===== config.mk =====
export PLATFORM = sky130hd
export DESIGN_NAME = hex_disp_ctrl
export DESIGN_NICKNAME = d
export VERILOG_FILES = /design/src/rtl/hex_disp_ctrl.sv
export SDC_FILE = /design/constraint.sdc
export NUM_CORES = 1
export LEC_CHECK = 0
export ABC_AREA = 1
export CORE_ASPECT_RATIO = 0.7
export CORE_UTILIZATION = 55
export CTS_CLUSTER_DIAMETER = 100
export DETAILED_ROUTE_END_ITERATION = 16
export PLACE_DENSITY = 0.79
export SLEW_MARGIN = 20
export SYNTH_ARGS = -nofsm -noshare
export SYNTH_HDL_FRONTEND = slang
export SYNTH_SLANG_ARGS = --single-unit

===== constraint.sdc =====
create_clock -name clk -period 5.1 [get_ports clk]
set_clock_uncertainty 0.2 [all_clocks]
set_input_delay 0.51 -clock clk [delete_from_list [all_inputs] [get_ports clk]]
set_output_delay 0.51 -clock clk [all_outputs]
set_load 0.01 [all_outputs]

===== src/rtl/hex_disp_ctrl.sv =====
// Binary-to-seven-segment display controller: hex nibble split or double-dabble
// decimal conversion, leading-zero blanking, overflow dashes, registered segments.
module hex_disp_ctrl #(
    parameter int unsigned DATA_W  = 32,
    parameter int unsigned NUM_DIG = 8
) (
    input  logic                   clk,
    input  logic                   rst,
    input  logic [DATA_W-1:0]      i_data,
    input  logic                   i_mode,
    input  logic                   i_blank_lz,
    input  logic                   i_start,
    output logic                   o_busy,
    output logic                   o_done,
    output logic                   o_ovf,
    output logic [7*NUM_DIG-1:0]   o_hex
);

    localparam int unsigned BCD_W = 4 * NUM_DIG;
    localparam int unsigned HEX_W = 7 * NUM_DIG;
    localparam int unsigned MAX_W = (DATA_W > BCD_W) ? DATA_W : BCD_W;
    localparam int unsigned CNT_W = $clog2(DATA_W + 1);

    typedef enum logic [1:0] {
        IDLE     = 2'd0,
        HEXCONV  = 2'd1,
        DECSHIFT = 2'd2,
        UPDATE   = 2'd3
    } state_t;

    state_t             state, state_nxt;
    logic [DATA_W-1:0]  data_q;
    logic               blank_q;
    logic [BCD_W-1:0]   bcd_q;
    logic               ovf_q;
    logic [CNT_W-1:0]   cnt_q;

    logic               accept_c;
    logic               shift_done_c;
    logic [MAX_W-1:0]   data_ext_c;
    logic [BCD_W-1:0]   hex_digits_c;
    logic               hex_ovf_c;
    logic [BCD_W-1:0]   dd_adj_c;
    logic [BCD_W-1:0]   dd_bcd_c;
    logic               dd_out_c;
    logic [HEX_W-1:0]   seg_c;

    function automatic logic [6:0] seg_enc(input logic [3:0] n);
        case (n)
            4'h0: seg_enc = 7'h40;
            4'h1: seg_enc = 7'h79;
            4'h2: seg_enc = 7'h24;
            4'h3: seg_enc = 7'h30;
            4'h4: seg_enc = 7'h19;
            4'h5: seg_enc = 7'h12;
            4'h6: seg_enc = 7'h02;
            4'h7: seg_enc = 7'h78;
            4'h8: seg_enc = 7'h00;
            4'h9: seg_enc = 7'h10;
            4'hA: seg_enc = 7'h08;
            4'hB: seg_enc = 7'h03;
            4'hC: seg_enc = 7'h46;
            4'hD: seg_enc = 7'h21;
            4'hE: seg_enc = 7'h06;
            default: seg_enc = 7'h0E;
        endcase
    endfunction

    assign accept_c     = (state == IDLE) && i_start;
    assign shift_done_c = (cnt_q == CNT_W'(DATA_W));

    // State register
    always_ff @(posedge clk or posedge rst) begin
        if (rst) state <= IDLE;
        else     state <= state_nxt;
    end

    // Next state; a settle cycle after the final shift gives DATA_W+2 decimal latency
    always_comb begin
        state_nxt = state;
        case (state)
            IDLE:     if (i_start) state_nxt = i_mode ? DECSHIFT : HEXCONV;
            HEXCONV:  state_nxt = UPDATE;
            DECSHIFT: if (shift_done_c) state_nxt = UPDATE;
            UPDATE:   state_nxt = IDLE;
            default:  state_nxt = IDLE;
        endcase
    end

    // Hex digits: zero-extend short data, flag set bits beyond the display
    always_comb begin
        data_ext_c   = MAX_W'(data_q);
        hex_digits_c = data_ext_c[BCD_W-1:0];
        hex_ovf_c    = |(data_ext_c >> BCD_W);
    end

    // One double-dabble step: add 3 to nibbles >= 5, then shift in the data MSB
    always_comb begin
        dd_adj_c = bcd_q;
        for (int k = 0; k < int'(NUM_DIG); k++) begin
            if (bcd_q[4*k +: 4] >= 4'd5) dd_adj_c[4*k +: 4] = bcd_q[4*k +: 4] + 4'd3;
        end
        dd_bcd_c = {dd_adj_c[BCD_W-2:0], data_q[DATA_W-1]};
        dd_out_c = dd_adj_c[BCD_W-1];
    end

    // Segment encoding with leading-zero blanking and overflow dashes
    always_comb begin
        logic       seen;
        logic [3:0] nib;
        seg_c = '0;
        seen  = 1'b0;
        nib   = '0;
        for (int k = int'(NUM_DIG) - 1; k >= 0; k--) begin
            nib = bcd_q[4*k +: 4];
            if (nib != 4'd0) seen = 1'b1;
            if (ovf_q)                              seg_c[7*k +: 7] = 7'h3F;
            else if (blank_q && !seen && (k != 0))  seg_c[7*k +: 7] = 7'h7F;
            else                                    seg_c[7*k +: 7] = seg_enc(nib);
        end
    end

    // Datapath and registered outputs
    always_ff @(posedge clk or posedge rst) begin
        if (rst) begin
            data_q  <= '0;
            blank_q <= 1'b0;
            bcd_q   <= '0;
            ovf_q   <= 1'b0;
            cnt_q   <= '0;
            o_busy  <= 1'b0;
            o_done  <= 1'b0;
            o_ovf   <= 1'b0;
            o_hex   <= {NUM_DIG{7'h7F}};
        end else begin
            o_busy <= (state_nxt != IDLE);
            o_done <= (state == UPDATE);
            if (accept_c) begin
                data_q  <= i_data;
                blank_q <= i_blank_lz;
                bcd_q   <= '0;
                ovf_q   <= 1'b0;
                cnt_q   <= '0;
            end
            if (state == HEXCONV) begin
                bcd_q <= hex_digits_c;
                ovf_q <= hex_ovf_c;
            end
            if ((state == DECSHIFT) && !shift_done_c) begin
                data_q <= data_q << 1;
                bcd_q  <= dd_bcd_c;
                ovf_q  <= ovf_q | dd_out_c;
                cnt_q  <= cnt_q + CNT_W'(1);
            end
            if (state == UPDATE) begin
                o_hex <= seg_c;
                o_ovf <= ovf_q;
            end
        end
    end

endmodule


# --- Word-level counts from Yosys, hierarchy flattened ---
# Memories as Yosys holds them, arrays and structs flattened.
# Index checks and enable logic that the tools add are counted.
totals:
  ff_bits: 133
  rom_bits: 896
  input_bits: 37
  out_inout_bits: 59
  elab_cells: 112
  memories: 8
classes:
  addsub: 9
  n_lt_le_gt_ge: 8
  n_eq_ne: 4
  muxes: 44
  bitwise_logic: 1
  n_reduce_logical: 28
memory_table:
  columns: ["memory", "words", "width", "read_ports", "rd_ports_with_merged_regs", "wr", "line_no", "text"]
  rows:
  - ["(no name shown)", 16, 7, 1, 0, 0, "49", "case (n)"]
  - ["(no name shown)", 16, 7, 1, 0, 0, "49", null]
  - ["(no name shown)", 16, 7, 1, 0, 0, "49", null]
  - ["(no name shown)", 16, 7, 1, 0, 0, "49", null]
  - ["(no name shown)", 16, 7, 1, 0, 0, "49", null]
  - ["(no name shown)", 16, 7, 1, 0, 0, "49", null]
  - ["2 more memories", null, null, null, null, null, null, null]
op_table:
  columns: ["cell", "n"]
  rows:
  - ["$mux 32", 5]
  - ["$mux 7", 15]
  - ["$add 4x2->4 const B", 8]
  - ["$ge 4x3->1 const B", 8]
  - ["$mux 4", 8]
  - ["$reduce_bool 4->1", 7]
  - ["$mux 6", 2]
  - ["$mux 1", 10]
  - ["$logic_and 1x1->1", 9]
  - ["$logic_not 1->1", 8]
  - ["$pmux 2 s4", 1]
  - ["$add 6x1->6 const B", 1]
  - ["$eq 6x6->1 const B", 1]
  - ["$mux 2", 3]
  - ["$eq 2x2->1 const B", 2]
  - ["$reduce_bool 2->1", 2]
  - ["$reduce_bool 3->1", 1]
  - ["$eq 2x1->1 const B", 1]
  - ["$logic_not 2->1", 1]
  - ["$or 1x1->1", 1]

# --- Longest topological paths before layout ---
depth:
  word_depth: 12
  mapped_depth: 10

# --- Worst setup path after synthesis ---
# Ideal clock, no wire load.
synth_path:
  kind: "flip-flop to flip-flop"
  start: "register bcd_q[20]"
  end: "register o_hex[16]"
  setup_time_ns: 0.058
  t_arrival_ns: 1.546
  slack_ns: 3.296
  path_stages_with_launch: 11
  cell_sequence: "dfrtp_1 inv_1 ha_1 nand2_1 nor3_2 nand3_4 nor2_8 nand2_2 nand3b_1 nand2_1 inv_1"
synth_between:
  elab_chain_len: 9
synth_lines:
  columns: ["item", "line_no", "text"]
  rows:
  - ["start, declared", "34", "logic [BCD_W-1:0] bcd_q;"]
  - ["start signal, assigned", "146", "bcd_q <= hex_digits_c;"]
  - ["$reduce_bool 4->1", "116", "if (nib != 4'd0) seen = 1'b1;"]
  - ["$mux 1 (4 in a row)", "116", null]
  - ["$logic_not 1->1", "118", "else if (blank_q && !seen && (k != 0)) seg_c[7*k +: 7] = 7'h7F;"]
  - ["$logic_and 1x1->1", "118", null]
  - ["$mux 7", "118", null]
  - ["$mux 7", "117", "if (ovf_q) seg_c[7*k +: 7] = 7'h3F;"]
  - ["end signal, assigned", "134", "o_hex <= {NUM_DIG{7'h7F}};"]
  - ["end signal, assigned", "156", "o_hex <= seg_c;"]
  - ["end, declared", "16", "output logic [7*NUM_DIG-1:0] o_hex"]
# Every way passes these cells.
# A chain may end at the register's enable or synchronous reset.

# --- Final worst setup path ---
layout_path:
  start: "register cnt_q[0]"
  end: "register data_q[25], in the netlist data_ext_c[25]"
layout_between:
  elab_chain_len: 4
  word_cells_on_any_way: 5
  classes_between: "1 x eq/ne; 1 x mux; 3 x reduce/logical"
layout_lines:
  columns: ["item", "line_no", "text"]
  rows:
  - ["start, declared", "36", "logic [CNT_W-1:0] cnt_q;"]
  - ["start signal, assigned", "153", "cnt_q <= cnt_q + CNT_W'(1);"]
  - ["$eq 6x6->1 (*)", "70", "assign shift_done_c = (cnt_q == CNT_W'(DATA_W));"]
  - ["$logic_not 1->1 (*)", "149", "if ((state == DECSHIFT) && !shift_done_c) begin"]
  - ["$logic_and 1x1->1 (*)", "149", null]
  - ["$mux 32 / $reduce_bool 2->1 (equally long branches)", null, null]
  - ["end signal, assigned", "139", "data_q <= i_data;"]
  - ["end signal, assigned", "150", "data_q <= data_q << 1;"]
  - ["end, declared", "32", "logic [DATA_W-1:0] data_q;"]
# Every way passes the cells marked *; elsewhere a longest branch is shown, timed or not.

==> implementation parameters <==
Parameter                              Value

Critical path
  Buf/Inv on CP    4
  Most used cell, CP    sky130_fd_sc_hd__inv_1
  Critical path cell sequence    inv_1, ha_1, nand4_1, nand2_2, buf_4, inv_2, o21ai_0, inv_1
  CP arrival    2720 ps
  Slack of the worst reg-to-reg path    2480 ps
  Crit path max fanout    55
  Cell type of the slowest stage on the worst timing path    sky130_fd_sc_hd__inv_2
  Launching element of the worst setup path    cnt_q[0]$_DFFE_PP0P_
  Element type at the critical path end    flop
  Worst path max stage delay    510 ps
  Path depth of the worst reg2reg path    8
  Kind of launch point of the worst setup path    flop
  Endpoint required time on the critical path    5200 ps
  Type of the worst setup path    flop to flop
  Number of cells on the critical path    8
  RR Endpoint    data_ext_c[25]$_DFFE_PP0P_
  Cell type group with the largest total delay on the critical path    buffers and inverters
  Crit Reg-Reg Startpoint    cnt_q[0]$_DFFE_PP0P_

Clock tree
  Count of cells resized by post-cts repair    0
  Sinks on the clock net    133
  Buffer type at the clock tree root    sky130_fd_sc_hd__clkbuf_16
  TritonCTS clock tree    built
  Longest Clk Path Bufs    2
  Setup Buffers After CTS    0
  Number of clock buffers inserted by TritonCTS    17
  Clock latency reported for the late side of the worst-skew pair    420 ps
  Hold bufs inserted after CTS    0
  H-tree Lvls    4
  Clock Pin Slew Worst Setup and Hold Paths    60 ps

Power
  P per Cell Area    705 nW/µm²
  Net Sw Power    3090 µW
  Internal portion of total power    3820 µW
  Seq pwr share    31.5%
  Share of total power in the clock network    16.4%
  Relative contribution of combinational cells to total power    52.1%
  Leakage    0.00446 µW
  Worst vdd rail ir drop    457 µV
  Switch share    44.7%

Synth
  Syn Std Cell Area    8250 µm²
  Largest cells by area after synthesis    sky130_fd_sc_hd__dfrtp_1, sky130_fd_sc_hd__dfstp_2, sky130_fd_sc_hd__nand2_1
  Distinct cells, synth    49
  Biggest area consumer among synthesized cells    sky130_fd_sc_hd__dfrtp_1
  Top cell type's share of synthesized area    23.3%
  Number of flops mapped to enable cells by yosys    0
  Flop and latch count out of synthesis    133
  Share of flip-flops with an asynchronous set or reset after synthesis    100%
  Total nets after synthesis    1,143
  Register area share after synthesis    41.2%
  Instance count of the mapped netlist    1,051
  Main flop type after synthesis    sky130_fd_sc_hd__dfrtp_1
  Per-instance average area after synthesis    7.85 µm²
  Number of warning messages in the yosys log    0

STA
  Worst Tran Pin Value    812 ps
  Hold violation count in the final report    0
  Endpoints failing setup    0
  Maximum operating frequency    0.381 GHz
  Unrepaired setup endpoints after global routing    no
  Final-layout setup total negative slack    0 ps
  Minimum clock period    2620 ps
  Worst slack on hold paths    268 ps
  Final slew viol count    0
  Relative slew margins    45.8%
  Setup ws final    2480 ps
  Final cycle utilization of the critical path    51.4%

Hold path
  Worst Hold Depth    2
  Origin of the worst min-delay path    o_hex[13]$_DFFE_PP1P_
  Worst min-delay path endpoint    o_hex[13]$_DFFE_PP1P_
  Worst min-delay path category    flop to flop

Routing
  Final routed wire length divided by cell count    15.6 µm
  Number of iterations in the first detailed-routing pass    11
  Violation count after the first detailed-route iteration    863
  DRC    2
  Routed length on met2    8370 µm
  Total number of vias    7,542
  Top Metal Used    met4
  Met3 routed WL    1730 µm
  Vias per inst    5.68
  Sum of routed wire segments on met1    10,100 µm
  Post-DRT Antenna Nets    0
  Final wirelength    20,700 µm

Finish
  Post-route core utilization    66.7%
  Most common cell after layout, fill and taps aside    sky130_fd_sc_hd__nand2_1
  Area growth syn-to-layout    18.6%
  Inserted Diodes    0
  Commonest non-fill, non-tap cells in the layout    sky130_fd_sc_hd__nand2_1, sky130_fd_sc_hd__inv_1, sky130_fd_sc_hd__o21ai_0
  Count of filler cells inserted in the layout    1,191
  Fraction of final layout cells sized beyond drive strength 1    10.2%
  Number of nets in the layout    1,211

Global routing
  Number of antenna violations at the first check in global routing    0
  Number of global-route vias before repair    6,725
  Total gr overflow    0
  Pin count of the biggest net entering global routing    71
  GRT Util Overall    28.1%
  First-pass GRT wire length    34,500 µm

Die
  Number of core rows    37
  Number of top-level pins    96
  Standard cell core area    14,700 µm²
  Initial standard-cell utilization of the core    56.2%
  Die span in x    148 µm
  Die Area    15,500 µm²
  Die span in y    104 µm

Placement
  Worst slack after detailed placement    2420 ps
  Post-DP HPWL    13,800 µm
  Final weighted congestion in routability-driven placement    0.914
  Number of port buffers    95

Outcome
  Run status    complete, but fails checks
  Violations in the final reports    design-rule violations

Job
  Maximum capacitance violations    0
[worst register-to-register path, stage by stage, from the launching register on]
cell,delay (ps)
sky130_fd_sc_hd__dfrtp_1,400
sky130_fd_sc_hd__inv_1,100
sky130_fd_sc_hd__ha_1,150
sky130_fd_sc_hd__nand4_1,130
sky130_fd_sc_hd__nand2_2,90
sky130_fd_sc_hd__buf_4,490
sky130_fd_sc_hd__inv_2,520
sky130_fd_sc_hd__o21ai_0,340
sky130_fd_sc_hd__inv_1,70
[cells in the mapped netlist, types with 2 or more instances]
cell type,number
sky130_fd_sc_hd__a21oi_1,65
sky130_fd_sc_hd__a22o_1,2
sky130_fd_sc_hd__a311oi_1,2
sky130_fd_sc_hd__a31oi_1,12
sky130_fd_sc_hd__a32oi_1,3
sky130_fd_sc_hd__buf_1,2
sky130_fd_sc_hd__buf_2,23
sky130_fd_sc_hd__buf_4,3
sky130_fd_sc_hd__buf_6,3
sky130_fd_sc_hd__clkbuf_1,21
sky130_fd_sc_hd__clkinv_1,2
sky130_fd_sc_hd__dfrtp_1,77
sky130_fd_sc_hd__dfstp_2,56
sky130_fd_sc_hd__ha_1,55
sky130_fd_sc_hd__inv_1,148
sky130_fd_sc_hd__inv_2,3
sky130_fd_sc_hd__nand2_1,210
sky130_fd_sc_hd__nand2_2,3
sky130_fd_sc_hd__nand3_1,54
sky130_fd_sc_hd__nand3_4,2
sky130_fd_sc_hd__nand3b_1,2
sky130_fd_sc_hd__nand4_1,3
sky130_fd_sc_hd__nor2_1,77
sky130_fd_sc_hd__nor2_4,2
sky130_fd_sc_hd__nor2_8,2
sky130_fd_sc_hd__nor3_1,12
sky130_fd_sc_hd__o211ai_1,25
sky130_fd_sc_hd__o21ai_0,106
sky130_fd_sc_hd__o21ai_1,2
sky130_fd_sc_hd__o21bai_1,5
sky130_fd_sc_hd__o221ai_1,30
sky130_fd_sc_hd__o22ai_1,10
sky130_fd_sc_hd__o31ai_1,3
sky130_fd_sc_hd__or2_2,6
sky130_fd_sc_hd__xor2_1,6
[final cells by class]
class / instances / area, µm² / area share, %
tap: 195 / 244 / 2.49
clock inverter: 11 / 85.1 / 0.869
inverter: 153 / 578 / 5.90
multi-input combinational: 713 / 4030 / 41.1
clock buffer: 21 / 450 / 4.60
sequential: 133 / 3400 / 34.7
timing repair buffer: 101 / 1010 / 10.3
[power groups by stage]
stage / clock (µW) / combinational, µW / sequential (µW)
floorplan: 0 / 2470 / 2120
global placement: 0 / 3450 / 2170
detailed placement: 0 / 3530 / 2180
CTS: 1140 / 3570 / 2170
global route: 1180 / 4040 / 2260
finish: 1130 / 3600 / 2180
[through the flow]
stage          power [µW]  area [µm²]  cells
2_1_floorplan        4600        8250   1051
3_3_place_gp         5620        9260   1295
3_5_place_dp         5710        9260   1295
4_1_cts              6890        9790   1327
5_1_grt              7480        9790   1327
6_report             6910        9790   1327
[flip-flops by register name (all words and copies together) (netlist names)]
signal	cells
cnt_q	6
o_busy	1
data_ext_c	32
bcd_q	32
o_hex	56
blank_q	1
o_done	1
ovf_q	1
o_ovf	1
state	2
[kinds of logic (layout without fill, tap and decap cells)]
family,after synthesis,after routing,share of synthesized area (%)
AO/OA/AOI/OAI,275,275,20.1
flip-flops,133,133,41.2
AND/OR/NAND/NOR,377,377,19.7
XOR/XNOR,6,6,0.637
adder cells (fa/ha/maj),55,55,8.34
buffers and inverters,205,286,10.1
[routing by layer]
| layer | vias up | GRT usage [%] |
|---|---|---|
| li1 | 3632 | - |
| met1 | 3543 | 45.1 |
| met2 | 327 | 37.1 |
| met3 | 40 | 5.35 |
| met4 | 0 | 8.84 |
| met5 | - | 0 |
[worst max path at each step]
stage,to,slack [ps]
floorplan,bcd_q[0]$_DFFE_PP0P_,930
global placement,data_ext_c[29]$_DFFE_PP0P_,2160
detailed placement,bcd_q[1]$_DFFE_PP0P_,2420
CTS,data_ext_c[25]$_DFFE_PP0P_,2500
global route,data_ext_c[25]$_DFFE_PP0P_,2300
finish,data_ext_c[25]$_DFFE_PP0P_,2480
(Power assumes the default switching activity.)
